[src/rtl/banner_rotator.sv]
// banner_rotator: loads a message of 4-bit character codes, scrolls an
// 8-character window through it at a prescaled rate, and generates the
// digit-scan index plus the active-low anode vector for the display.
module banner_rotator #(
   parameter int         MSG_MAX     = 16,
   parameter int         SHIFT_DIV   = 50_000_000,
   parameter int         REFRESH_DIV = 100_000,
   parameter logic [3:0] BLANK       = 4'hF
) (
   input  logic       clk,
   input  logic       rst_n,
   input  logic       load_valid,
   input  logic [3:0] load_data,
   input  logic       load_last,
   output logic       load_ready,
   input  logic       clear,
   input  logic       run_en,
   input  logic       dir,
   output logic [3:0] digit0,
   output logic [3:0] digit1,
   output logic [3:0] digit2,
   output logic [3:0] digit3,
   output logic [3:0] digit4,
   output logic [3:0] digit5,
   output logic [3:0] digit6,
   output logic [3:0] digit7,
   output logic [3:0] refreshCounter,
   output logic [7:0] anode
);

   // Index arithmetic carries one extra bit so msg_len == MSG_MAX is representable.
   localparam int IW = $clog2(MSG_MAX) + 1;
   localparam int SW = (SHIFT_DIV > 1) ? $clog2(SHIFT_DIV) : 1;
   localparam int RW = (REFRESH_DIV > 1) ? $clog2(REFRESH_DIV) : 1;
   localparam logic [IW-1:0] LAST_SLOT  = IW'(MSG_MAX - 1);
   localparam logic [SW-1:0] SHIFT_TC   = SW'(SHIFT_DIV - 1);
   localparam logic [RW-1:0] REFRESH_TC = RW'(REFRESH_DIV - 1);

   typedef enum logic [1:0] {IDLE, LOAD, RUN, HOLD} state_t;

   state_t        state_reg, state_next;
   logic [3:0]    msg [MSG_MAX];
   logic [IW-1:0] wr_ptr_reg, msg_len_reg, offset_reg, offset_step;
   logic [SW-1:0] shift_cnt_reg;
   logic [RW-1:0] refresh_cnt_reg;
   logic [2:0]    scan_reg, scan_next;
   logic [7:0]    anode_reg;
   logic          accept, load_end, scrolling;

   // Loads are only taken while collecting a message; clear blocks any beat.
   assign load_ready = ((state_reg == IDLE) || (state_reg == LOAD)) && !clear;
   assign accept     = load_valid && load_ready;
   // The beat that fills the last slot ends the message even without load_last.
   assign load_end   = load_last || (wr_ptr_reg == LAST_SLOT);
   assign scrolling  = (state_reg == RUN) && run_en;

   // State register.
   always_ff @(posedge clk or negedge rst_n) begin
      if (!rst_n) state_reg <= IDLE;
      else        state_reg <= state_next;
   end

   // Next-state logic; clear overrides every other transition.
   always_comb begin
      state_next = state_reg;
      case (state_reg)
         IDLE, LOAD: if (accept) state_next = load_end ? RUN : LOAD;
         RUN:        if (!run_en) state_next = HOLD;
         HOLD:       if (run_en) state_next = RUN;
         default:    state_next = IDLE;
      endcase
      if (clear) state_next = IDLE;
   end

   // Next scroll offset, wrapping len-1 <-> 0 by comparison instead of division.
   always_comb begin
      offset_step = offset_reg;
      if (dir) offset_step = (offset_reg == '0) ? msg_len_reg - 1'b1 : offset_reg - 1'b1;
      else     offset_step = (offset_reg + 1'b1 == msg_len_reg) ? '0 : offset_reg + 1'b1;
   end

   // Message storage; contents are don't-care until msg_len becomes non-zero.
   always_ff @(posedge clk) begin
      if (accept) msg[wr_ptr_reg[IW-2:0]] <= load_data;
   end

   // Write pointer, message length, offset and shift prescaler.
   always_ff @(posedge clk or negedge rst_n) begin
      if (!rst_n) begin
         wr_ptr_reg    <= '0;
         msg_len_reg   <= '0;
         offset_reg    <= '0;
         shift_cnt_reg <= '0;
      end else if (clear) begin
         wr_ptr_reg    <= '0;
         msg_len_reg   <= '0;
         offset_reg    <= '0;
         shift_cnt_reg <= '0;
      end else if (accept) begin
         wr_ptr_reg <= wr_ptr_reg + 1'b1;
         if (load_end) begin
            msg_len_reg   <= wr_ptr_reg + 1'b1;
            offset_reg    <= '0;
            shift_cnt_reg <= '0;
         end
      end else if (scrolling) begin
         if (shift_cnt_reg == SHIFT_TC) begin
            shift_cnt_reg <= '0;
            offset_reg    <= offset_step;
         end else begin
            shift_cnt_reg <= shift_cnt_reg + 1'b1;
         end
      end
   end

   // Window: each digit position is the previous one plus one, wrapped at msg_len,
   // so short messages repeat across the eight digits.
   for (genvar gi = 0; gi < 8; gi++) begin : g_win
      logic [IW-1:0] pos;
      logic [3:0]    shown;
      if (gi == 0) begin : g_first
         assign pos = offset_reg;
      end else begin : g_next
         logic [IW-1:0] inc;
         assign inc = g_win[gi-1].pos + 1'b1;
         assign pos = (inc == msg_len_reg) ? '0 : inc;
      end

      // Registered digit: blank while no message is loaded or on clear.
      always_ff @(posedge clk or negedge rst_n) begin
         if (!rst_n)                           shown <= BLANK;
         else if (clear || msg_len_reg == '0)  shown <= BLANK;
         else if (pos[IW-1])                   shown <= BLANK;
         else                                  shown <= msg[pos[IW-2:0]];
      end
   end

   assign digit0 = g_win[0].shown;
   assign digit1 = g_win[1].shown;
   assign digit2 = g_win[2].shown;
   assign digit3 = g_win[3].shown;
   assign digit4 = g_win[4].shown;
   assign digit5 = g_win[5].shown;
   assign digit6 = g_win[6].shown;
   assign digit7 = g_win[7].shown;

   assign scan_next = scan_reg + 3'd1;

   // Free-running scan: refresh prescaler, digit index and matching anode vector.
   always_ff @(posedge clk or negedge rst_n) begin
      if (!rst_n) begin
         refresh_cnt_reg <= '0;
         scan_reg        <= '0;
         anode_reg       <= 8'hFE;
      end else if (refresh_cnt_reg == REFRESH_TC) begin
         refresh_cnt_reg <= '0;
         scan_reg        <= scan_next;
         anode_reg       <= ~(8'd1 << scan_next);
      end else begin
         refresh_cnt_reg <= refresh_cnt_reg + 1'b1;
      end
   end

   assign refreshCounter = {1'b0, scan_reg};
   assign anode          = anode_reg;

endmodule

[config.mk]
export PLATFORM = sky130hd
export DESIGN_NAME = banner_rotator
export DESIGN_NICKNAME = d
export VERILOG_FILES = /design/src/rtl/banner_rotator.sv
export SDC_FILE = /design/constraint.sdc
export NUM_CORES = 1
export LEC_CHECK = 0
export BUFFER_PORTS_ARGS = -buffer_cell sky130_fd_sc_hd__buf_2
export CAP_MARGIN = 10
export CORE_AREA = 2 2 200 202
export DETAILED_ROUTE_END_ITERATION = 12
export DIE_AREA = 0 0 202 204
export HOLD_SLACK_MARGIN = 0.1
export PLACE_DENSITY_LB_ADDON = 0.05
export RECOVER_POWER = 100
export SETUP_SLACK_MARGIN = 0.3
export SLEW_MARGIN = 10
export SYNTH_ARGS = -nofsm -noshare
export SYNTH_HDL_FRONTEND = slang
export SYNTH_SLANG_ARGS = --single-unit
[constraint.sdc]
create_clock -name clk -period 26.9 [get_ports clk]
set_input_delay 5.38 -clock clk [delete_from_list [all_inputs] [get_ports clk]]
set_output_delay 5.38 -clock clk [all_outputs]
set_load 0.05 [all_outputs]
# Word-level counts from Yosys, hierarchy flattened
# Memory sizes are Yosys's and may differ from the RTL's.
# Index checks and enable logic that the tools add are counted.
totals:
  memories: 1
  in_bits: 11
  word_cells: 117
  ff_bits: 103
  out_inout_bits: 45
  ramBits: 64
op_classes:
  n_eq_ne: 17
  n_shift: 1
  bitwise_logic: 1
  reduce_logical: 19
  muxes: 49
  addsub: 13
mem_list:
  columns: ["memory", "words", "width", "rd", "rd_ports_with_merged_regs", "write_ports", "line_no", "text"]
  rows:
  - ["msg", 16, 4, 8, 0, 1, "42", "logic [3:0] msg [MSG_MAX];"]
op_table:
  columns: ["operator", "count"]
  rows:
  - ["26-bit two-way mux", 5]
  - ["5-bit two-way mux", 19]
  - ["4-bit two-way mux", 16]
  - ["5-bit by 1-bit adder with 5-bit output, second input constant", 8]
  - ["5-bit equality test", 7]
  - ["26-bit by 1-bit adder with 26-bit output, second input constant", 1]
  - ["26-bit equality test, second input constant", 1]
  - ["17-bit by 1-bit adder with 17-bit output, second input constant", 1]
  - ["17-bit equality test, second input constant", 1]
  - ["17-bit two-way mux", 1]
  - ["5-bit zero test", 2]
  - ["2-bit two-way mux", 5]
  - ["5-bit by 1-bit subtractor with 5-bit output, second input constant", 2]
  - ["3-bit inequality test, second input constant", 3]
  - ["8-bit NOT", 1]
  - ["1-bit by 3-bit << shifter with 8-bit output, first input constant", 1]
  - ["2-bit one-hot mux with 3 select lines", 1]
  - ["3-bit AND reduction", 2]
  - ["3-bit nonzero test", 2]
  - ["5-bit by 4-bit equality test with 1-bit output, second input constant", 1]
  - ["2-bit equality test, second input constant", 2]
  - ["2-bit AND reduction", 2]
  - ["2-bit nonzero test", 2]
  - ["3-bit by 1-bit adder with 3-bit output, second input constant", 1]
  - ["8 further kinds", 13]

# Logic depth before layout (Yosys ltp)
# An unclocked memory read counts as a cell.
depth:
  ltp_word: 24
  mapped_depth: 80

# Worst setup path after synthesis
# Ideal clock, no wire load.
synth_path:
  path_kind: "register -> register"
  from: "reg offset_reg[0] (netlist: g_win[0].pos[0])"
  to: "reg g_win[7].shown[2] (netlist: digit7[2])"
  setup_slack_ps: 10909
  setup_time_ps: 87
  path_buffers: 17
  path_stages_with_launch: 80
  arrival_time_ps: 15904
  cell_sequence: "dfrtp_1 buf_2 inv_1 buf_1 ha_1 xnor2_1 and2_1 a21boi_2 nand2_1 nand2_1 clkinv_1 ha_1 buf_2 o21ai_0 o31ai_1 a211oi_1 a211oi_4 o21a_1 (+44 left out) a21o_1 and4b_1 a211o_1 o21ai_2 inv_2 buf_2 buf_2 ha_1 buf_1 xor2_1 nor2_1 o31a_2 o21a_2 a31o_1 buf_4 a211o_1 o211ai_1 a2bb2oi_1"
synth_via:
  elab_chain_cells: 24
synth_rtl:
  columns: ["element", "line_no", "text"]
  rows:
  - ["start: declaration", "43", "logic [IW-1:0] wr_ptr_reg, msg_len_reg, offset_reg, offset_step;"]
  - ["start signal: assignment", "109", "offset_reg <= offset_step;"]
  - ["5-bit by 1-bit adder with 5-bit output (*)", "125", "assign inc = g_win[gi-1].pos + 1'b1;"]
  - ["5-bit equality test", "126", "assign pos = (inc == msg_len_reg) ? '0 : inc;"]
  - ["5-bit two-way mux (*)", "126", null]
  - ["5-bit by 1-bit adder with 5-bit output (*)", "125", null]
  - ["5-bit equality test", "126", null]
  - ["5-bit two-way mux (*)", "126", null]
  - ["5-bit by 1-bit adder with 5-bit output (*)", "125", null]
  - ["5-bit equality test", "126", null]
  - ["(+8 left out)", null, null]
  - ["5-bit equality test", "126", null]
  - ["5-bit two-way mux (*)", "126", null]
  - ["5-bit by 1-bit adder with 5-bit output (*)", "125", null]
  - ["5-bit equality test", "126", null]
  - ["5-bit two-way mux (*)", "126", null]
  - ["memory read 16 x 4 bit", null, null]
  - ["4-bit two-way mux (*)", "133", "else if (pos[IW-1]) shown <= BLANK;"]
  - ["4-bit two-way mux (*)", "132", "else if (clear || msg_len_reg == '0) shown <= BLANK;"]
  - ["end signal: assignment", "134", "else shown <= msg[pos[IW-2:0]];"]
  - ["end: declaration", "120", "logic [3:0] shown;"]
# Mark *: on every way between the ends. The rest lies on a longest branch, timed or not.
# A chain may end at the register's enable or synchronous reset.

# Final worst setup path
layout_path:
  from: "reg offset_reg[0] (netlist: g_win[0].pos[0])"
  to: "reg g_win[7].shown[3] (netlist: digit7[3])"
# The elaborated chain is that of the path after synthesis.

==> results.md <==
- First-pass GRT wire length: 81800 um
- Root buf cell: clkbuf_16
- Arrival @ worst endpoint: 23.79 ns
- Asr flop ratio synth: 61.7%
- Initial antenna violation count: 0
- Setup violators final: 0
- FP Rows: 73
- Worst Hold End: shift_cnt_reg[6]
- Die height: 204 um
- WHS Path Cells: 1
- Max reg flops: 64
- Most frequent cell after synthesis: nand2_1
- Setup CP Type: reg -> reg
- Final Max Slew Viols: 166
- N_diodes: 0
- Clock Skew: 0.0146 ns
- Die width: 202 um
- Synth Warn #: 0
- Tightest Pin Transition: 3.38 ns
- Io pins: 56
- Sequential-to-total area share from yosys stat: 33.6%
- Max-Slew Margin vs Limit: -125%
- Yosys cell types: 101
- Worst-skew pair later-pin latency: 0.47 ns
- Area growth syn-to-layout: 8.40%
- Crit-path most repeated cell: ha_1
- RSZ-0062 raised after global routing: false
- # fillers: 4006
- Via count: 12700
- DIE AREA: 41200 sq um
- Synth top area cells: edfxtp_1, dfrtp_1, dfstp_2
- Area share of the largest cell type after synthesis: 14.2%
- Final Critical Period: 23.41 ns
- CTS-repair resized insts: 0
- Terminus of the critical flop-to-flop path: digit7[3]
- Largest net degree at the start of global routing: 63
- Outcome: finished with violations
- Worst R2R Setup Slack: 3.49 ns
- Final Hold Fails: 0
- Number of cells on the worst reg-to-reg path: 64
- Ys flop type: edfxtp_1
- Syn Nets: 1571
- Setup TNS: 0 ns
- CORE AREA: 39200 sq um
- ANT nets after route: 0
- Critical Path Source Type: register
- H-tree level count: 4
- # DRC: 0
- Syn Std Cell Area: 13500 sq um
- R2r startpoint: g_win[0].pos[0]
- Required @ worst endpoint: 27.29 ns
- CP max stage delay: 1.41 ns
- FF+latch count, synth: 167
- Vias in the first global route: 11600
- Cells after synthesis: 1539
- All-layer global routing usage: 27.5%
- HP Class: reg -> reg
- Hold Path Origin: shift_cnt_reg[6]
- RePlAce Congestion: 0.973
- Synth top cells by count: nand2_1, nor2_1, nand3_1, o21ai_0
- Port Buffers: 54
- Max_cap viols: 4
- Mean post-synth cell area: 8.79 sq um
- Initial core utilization: 34.5%
- CP max stage cell: a2bb2oi_1
- Fmax: 0.0427 GHz
- Post-DP HPWL: 37900 um
- Vias/cell: 6.13
- Drt wl/cell: 27.5 um
- Worst-path fanout max: 36
- Hold buffers post-CTS: 0
- Starting DRT DRC Count: 1488
- Clock sinks: 167
- Clock slew at the register clock pins of the worst setup and hold paths: 0.07 ns
- Post-CTS Setup Repair Bufs: 0
- Share of layout cells above drive strength 1: 12.2%
- Layout Nets: 1561
- Area leader, netlist: edfxtp_1
- Clock buffer depth: 2
- Crit end category: register
- WL final: 56800 um
- Inserted Clock Buffers: 17
- Post-synth EDFFs: 64
- Overflow after GRT: 0
- Fin crit share: 87.0%
- Failing checks: capacitance limit, slew limit
- First-pass iteration count of the detailed router: 6
- CTS tree: yes
-- layer usage --
| metal | GRT usage, % | share of wire, % | vias to the layer above |
|---|---|---|---|
| li1 | - | - | 5649 |
| met1 | 38.6 | 44 | 6177 |
| met2 | 38.1 | 41 | 709 |
| met3 | 8.04 | 10 | 144 |
| met4 | 13.7 | 5.2 | 0 |
| met5 | 0 | 0 | - |
-- metrics by stage --
| step | hold WS, ns | area [sq um] | std cells | util (%) | worst slack, ns |
|---|---|---|---|---|---|
| after floorplan | 0.447 | 13500 | 1539 | - | 10.91 |
| after global placement | 0.460 | 14100 | 2035 | 36.1 | 6.45 |
| after detailed placement | 0.475 | 14100 | 2035 | 36.1 | 5.81 |
| after CTS | 0.484 | 14800 | 2067 | 37.7 | 5.77 |
| after global routing | 0.521 | 14700 | 2067 | 37.4 | 1.93 |
| final | 0.485 | 14700 | 2067 | 37.4 | 3.49 |
-- layout by cell type (no fill, tap or decap), types with 36 or more instances in the layout --
cell type,synthesis,final
o21ai_0,67,67
inv_1,36,36
mux4_2,44,44
nor2_1,132,131
nand3_1,78,79
clkbuf_1,62,56
dfstp_2,39,39
a21oi_1,52,52
dfrtp_1,64,64
a31oi_1,39,39
xnor2_1,40,40
edfxtp_1,64,64
nand2_1,267,267
mux2i_1,56,56
-- logic make-up (layout without fill, tap and decap cells) --
| kind of cell | after synthesis | count (layout) | synth area share [%] |
|---|---|---|---|
| AO/OA/AOI/OAI | 352 | 352 | 18.9 |
| XOR/XNOR | 74 | 74 | 4.85 |
| adder cells (fa/ha/maj) | 21 | 21 | 1.94 |
| buffers and inverters | 144 | 147 | 4.51 |
| flip-flops | 167 | 167 | 33.6 |
| multiplexers | 119 | 119 | 13.1 |
| other | 1 | 1 | 0.0277 |
| AND/OR/NAND/NOR | 661 | 661 | 23.0 |
-- worst max-delay path by stage --
stage	start	endpoint	cells after the start
floorplan	g_win[0].pos[0]	digit7[2]	79
global placement	g_win[0].pos[0]	digit7[3]	64
detailed placement	g_win[0].pos[0]	digit7[3]	64
CTS	g_win[0].pos[0]	digit7[3]	64
global route	g_win[0].pos[0]	digit7[3]	64
finish	g_win[0].pos[0]	digit7[3]	64
-- layout make-up --
type | instances | area (sq um) | area share (%)
clock buffers | 17 | 425 | 2.90
clock inverters | 15 | 190 | 1.30
inverters | 45 | 169 | 1.15
multi-input cells | 1228 | 8360 | 57.0
flip-flops and latches | 167 | 4550 | 31.0
well taps | 525 | 657 | 4.48
repair buffers | 70 | 310 | 2.12
-- critical path: cells and delay by family (launching register included) --
kind                     cells  cell delay, ns
AO/OA/AOI/OAI               24            7.30
XOR/XNOR                     5            1.02
adder cells (fa/ha/maj)      7            3.66
buffers and inverters        9            4.96
flip-flops                   1            0.33
AND/OR/NAND/NOR             19            5.96
Power is not shown: default switching activity piles up to over one toggle a cycle in this logic, so the estimate is an artifact.
